<file path="config.mk">
export PLATFORM = sky130hd
export DESIGN_NAME = ssd_scan_ctrl
export DESIGN_NICKNAME = d
export VERILOG_FILES = /design/src/rtl/ssd_scan_ctrl.sv
export SDC_FILE = /design/constraint.sdc
export NUM_CORES = 1
export LEC_CHECK = 0
export ABC_AREA = 1
export CAP_MARGIN = 10
export CORE_ASPECT_RATIO = 1.4
export CORE_MARGIN = 8
export CORE_UTILIZATION = 54
export DETAILED_ROUTE_END_ITERATION = 7
export PLACE_DENSITY = 0.83
export SLEW_MARGIN = 20
export SYNTH_ARGS = -nofsm -noshare
export SYNTH_HDL_FRONTEND = slang
export SYNTH_SLANG_ARGS = --single-unit
</file>
<file path="constraint.sdc">
create_clock -name clk -period 2.24 [get_ports clk]
set_input_delay 0.56 -clock clk [delete_from_list [all_inputs] [get_ports clk]]
set_output_delay 0.56 -clock clk [all_outputs]
set_load 0.1 [all_outputs]
</file>
<file path="src/rtl/ssd_scan_ctrl.sv">
// ssd_scan_ctrl
//
// Scan controller for a 4-digit, time-multiplexed seven-segment display.
// The display is scanned one digit at a time. Each digit slot has two parts:
//   BLANK - all digits are dark for BLANK_CYCLES cycles, which suppresses ghosting
//   SHOW  - digit idx is lit for SHOW_CYCLES cycles
// After the SHOW part, idx advances to the next digit. A frame is four slots.
//
// New display values pass through a one-entry pending buffer. The buffer is
// copied to the hex outputs only at the frame boundary (SHOW of digit 3 -> BLANK of
// digit 0). This means a digit never changes value while it is lit.
//
// Load handshake: a transfer happens in any cycle where load_valid & load_ready.
// load_ready is simply "pending buffer empty". The requester holds load_valid
// and load_data steady until the transfer happens.
//
// Ports:
//   clk, reset          rising-edge clock, asynchronous active-high reset
//   load_valid/ready    load handshake; load_data[4i+3:4i] is the nibble for digit i
//   digit_mask[3:0]     1 = digit i may light; sampled every cycle
//   hex0..hex3          committed nibbles for the segment decoder
//   an[3:0]             active-low digit enables (registered, at most one low)
//   frame_done          one-cycle pulse in the first BLANK cycle of each new frame
//
// The scan state (state_q, idx_q, cnt_q) is kept in plainly named flops so
// external checkers can observe it.
module ssd_scan_ctrl #(
  parameter int unsigned SHOW_CYCLES  = 100000,
  parameter int unsigned BLANK_CYCLES = 1000
) (
  input  logic        clk,
  input  logic        reset,
  input  logic        load_valid,
  input  logic [15:0] load_data,
  output logic        load_ready,
  input  logic [3:0]  digit_mask,
  output logic [3:0]  hex0,
  output logic [3:0]  hex1,
  output logic [3:0]  hex2,
  output logic [3:0]  hex3,
  output logic [3:0]  an,
  output logic        frame_done
);

  localparam int unsigned MAX_CYCLES = (SHOW_CYCLES > BLANK_CYCLES) ? SHOW_CYCLES : BLANK_CYCLES;
  localparam int CW = (MAX_CYCLES > 1) ? $clog2(MAX_CYCLES) : 1;
  localparam logic [CW-1:0] SHOW_LAST  = CW'(SHOW_CYCLES - 1);
  localparam logic [CW-1:0] BLANK_LAST = CW'(BLANK_CYCLES - 1);

  typedef enum logic {
    BLANK = 1'b0,
    SHOW  = 1'b1
  } state_t;

  state_t          state_q, state_d;
  logic [1:0]      idx_q, idx_d;
  logic [CW-1:0]   cnt_q, cnt_d;
  logic [3:0]      an_q, an_d;
  logic            frame_done_q, frame_done_d;
  logic [15:0]     hex_q, hex_d;
  logic [15:0]     pend_q, pend_d;
  logic            pend_full_q, pend_full_d;
  logic            boundary;

  always_comb begin
    state_d      = state_q;
    idx_d        = idx_q;
    cnt_d        = cnt_q + CW'(1);
    hex_d        = hex_q;
    pend_d       = pend_q;
    pend_full_d  = pend_full_q;
    boundary     = 1'b0;

    case (state_q)
      BLANK: begin
        if (cnt_q == BLANK_LAST) begin
          state_d = SHOW;
          cnt_d   = '0;
        end
      end
      SHOW: begin
        if (cnt_q == SHOW_LAST) begin
          state_d  = BLANK;
          cnt_d    = '0;
          idx_d    = idx_q + 2'd1;
          boundary = (idx_q == 2'd3);
        end
      end
      default: begin
        state_d = BLANK;
        cnt_d   = '0;
      end
    endcase

    frame_done_d = boundary;

    // Commit and accept are mutually exclusive: commit needs the buffer full,
    // and accept needs it empty. This also means a value accepted in the
    // boundary cycle waits for the following frame.
    if (boundary && pend_full_q) begin
      hex_d       = pend_q;
      pend_full_d = 1'b0;
    end
    if (load_valid && !pend_full_q) begin
      pend_d      = load_data;
      pend_full_d = 1'b1;
    end

    // an is registered. It is built from the next state, so it lines up with
    // state_q in the cycle where it is driven.
    an_d = 4'b1111;
    if (state_d == SHOW) begin
      an_d[idx_d] = ~digit_mask[idx_d];
    end
  end

  always_ff @(posedge clk or posedge reset) begin
    if (reset) begin
      state_q      <= BLANK;
      idx_q        <= 2'd0;
      cnt_q        <= '0;
      an_q         <= 4'b1111;
      frame_done_q <= 1'b0;
      hex_q        <= 16'h0000;
      pend_q       <= 16'h0000;
      pend_full_q  <= 1'b0;
    end else begin
      state_q      <= state_d;
      idx_q        <= idx_d;
      cnt_q        <= cnt_d;
      an_q         <= an_d;
      frame_done_q <= frame_done_d;
      hex_q        <= hex_d;
      pend_q       <= pend_d;
      pend_full_q  <= pend_full_d;
    end
  end

  assign load_ready = ~pend_full_q;
  assign an         = an_q;
  assign frame_done = frame_done_q;
  assign hex0       = hex_q[3:0];
  assign hex1       = hex_q[7:4];
  assign hex2       = hex_q[11:8];
  assign hex3       = hex_q[15:12];

endmodule

</file>
==> reports/metrics.yaml <==
status:
  status: "complete, no violations"
sta:
  slew_violations: 0
  min_period_ps: 1920
  rsz0062_at_grt: "no"
  finalSetupViolCount: 0
  setup_slack_ps: 319
  max_freq_mhz: 521
  relSlewSlack_pct: 71.7
  worstMarginPinSlew_ps: 420
  hold_violations: 0
  fin_skew_ps: 7.09
  post-route-period-util_pct: 85.7
  whs_ps: 407
  fin_setup_tns_ps: 0
synth:
  netlist.area_leader.share_pct: 46.8
  synth-seq-cells: 58
  syn-num-nets: 361
  synth_top_family_by_area: "simple AND/OR/NAND/NOR gates"
  seq_area_frac_synth_pct: 50.4
  avgSynthCellArea_um2: 8.60
  yosysMostFrequentCell: "nand2_1"
  syn_area_um2: 2890
  syn_inst: 336
  synthArstFlopShare_pct: 100
  synth-xor-area-share_pct: 2.73
  synth_flop_cell: "dfrtp_1"
  ys.warnings.count: 0
  synthAdderAreaFrac_pct: 0.866
  netlist_top_cells_count: "nand2_1 (60), dfrtp_1 (54), inv_1 (47), nor2_1 (45), nand3_1 (20)"
  synthMuxAreaShare_pct: 0.779
  ys_types: 31
  ys_top_cells_by_area: "dfrtp_1 (47%), nand2_1 (7.8%), inv_1 (6.1%), nor2_1 (5.8%), o21ai_2 (4.2%)"
  synth-edff-count: 0
  synth_simple_gate_area_share_pct: 29.1
  synth_compound_area_share_pct: 7.19
  synth_largest_area_cell: "dfrtp_1"
placed_design:
  dp_hpwl_mm: 4.75
  post-place-ws_ps: 343
  gp_congestion: 0.931
  io_buffers: 44
  dpl_cell_area_um2: 3340
clocking:
  htreeDepth: 3
  post_cts_buffers: 0
  clockBufferDepth: 2
  clkSinkCount: 58
  clock_latency_ps: 340
  cts-root-buf: "clkbuf_8"
  cts_buffers: 9
  postCtsHoldBufs: 0
  ctsResizeCount: 0
  clkTransAtPathRegs_ps: 60
  cts_tree: "done"
setup_path:
  end_kind: "flop"
  crit_required_ps: 2450
  path_max_fanout: 31
  r2r.worst_path.cells: 10
  r2r_start: "cnt_q[0]$_DFF_PP0_"
  cp.arrival_ps: 2130
  startpoint_type: "flop"
  worstSetupStartpoint: "cnt_q[0]$_DFF_PP0_"
  endpoint: "hex_q[11]$_DFFE_PP0P_"
  reg2reg_to: "hex_q[11]$_DFFE_PP0P_"
  path_class: "flop to flop"
  r2r_slack_ps: 320
global_route:
  grt_first_pass_wirelength_mm: 11.1
  grt_max_degree: 57
  overflow: 0
  antenna_found_initial: 0
  grt_pass1_vias: 2414
  grt_use_total_pct: 17.4
flow_run:
  cap_viol_max_count: 0
floorplanning:
  initial_utilization_pct: 56.0
  dieArea_um2: 7980
  io_pins: 45
  coreArea_um2: 5160
  core.rowCount: 31
  die_h_um: 103
  die_w_um: 77.8
route:
  ant_nets: 0
  num_vias: 2334
  dr.pass1.iters: 4
  drc: 0
  viasPerCell: 5.12
  drt_iter0_markers: 139
  wl_per_cell_um: 14.0
  totalWireLength_mm: 6.39
finish:
  syn2layout_area_growth_pct: 23.2
  drive_gt1_share_pct: 22.3
  nNetsFinal: 410
  antenna_cells: 0
  post-route-util_pct: 69.0
  final_area_um2: 3560
power_and_ir_drop:
  ir_worst_vdd_mv: 0.587
  power_density_nw_per_um2: 635
  p_leak_nw: 1.74
hold_path:
  hold_path_class: "input port to async pin"
## report_power, final
part           internal, W  switching [W]
sequential         0.00108      0.0000113
clock             0.000652       0.000400
combinational    0.0000549      0.0000601
## registers in the layout, summed over array words and instances, names as in the netlist
signal       flops
an               4
frame_done       1
pend_full_q      1
idx_q            2
state_q          1
pend_q          16
cnt_q           17
hex_q           16
## kinds of logic (layout without fill, tap and decap cells)
family / count (synthesis) / in the layout
and+or+nand+nor: 174 / 174
adders and majority gates: 2 / 2
buffers and inverters: 60 / 114
AOI/OAI and AO/OA: 31 / 31
muxes: 2 / 2
DFF: 58 / 58
xor gates and xnor gates: 9 / 9
## routing by layer
layer  part of all wire [%]  global-route usage (%)
met1                     39                    17.2
met2                     53                    31.7
met3                    5.8                    5.76
met4                    2.1                    8.89
met5                      0                       0
## critical path, cell delays in order, from the launching register on
cell	delay (ps)
dfrtp_1	380
ha_1	210
nand2_2	100
clkinv_1	80
nand2_2	90
nor2_4	160
nand3_4	100
nor2_4	160
nand2_4	240
nand2_1	190
o21ai_2	70
## per-stage QoR
stage | power, W | std cells
after floorplan | 0.00117 | 336
after global placement | 0.00122 | 440
after detailed placement | 0.00123 | 440
after CTS | 0.00229 | 456
after global routing | 0.00235 | 456
final | 0.00226 | 456
## area by class of cell
type | instances | area (um^2)
Multi-Input combinational cell | 218 | 1180
Fill cell | 432 | 1600
Timing Repair Buffer | 47 | 433
Inverter | 51 | 193
Sequential cell | 58 | 1460
Clock buffer | 11 | 141
Tap cell | 66 | 82.6
Clock inverter | 5 | 77.6
## layout by cell type (no fill, tap or decap), types with 4 or more instances in the layout
master,instances
clkbuf_8,10
nand3_1,20
nand4_1,14
a21oi_1,15
nor2_1,45
dfrtp_1,54
buf_4,23
nand2_1,60
inv_1,46
nand2_2,10
nor2_4,5
xor2_1,9
o21ai_2,14
clkdlybuf4s50_1,22
nor3_1,6
nor2_2,5
dfstp_2,4
## how the worst min path moves through the flow
stage                               from                     to
floorplan             cnt_q[0]$_DFF_PP0_     cnt_q[0]$_DFF_PP0_
global placement      cnt_q[0]$_DFF_PP0_     cnt_q[0]$_DFF_PP0_
detailed placement  hex_q[3]$_DFFE_PP0P_   hex_q[3]$_DFFE_PP0P_
CTS                                reset  pend_q[4]$_DFFE_PP0P_
global route                       reset  pend_q[3]$_DFFE_PP0P_
finish                             reset  pend_q[3]$_DFFE_PP0P_
Power figures use the tool's default switching activity.
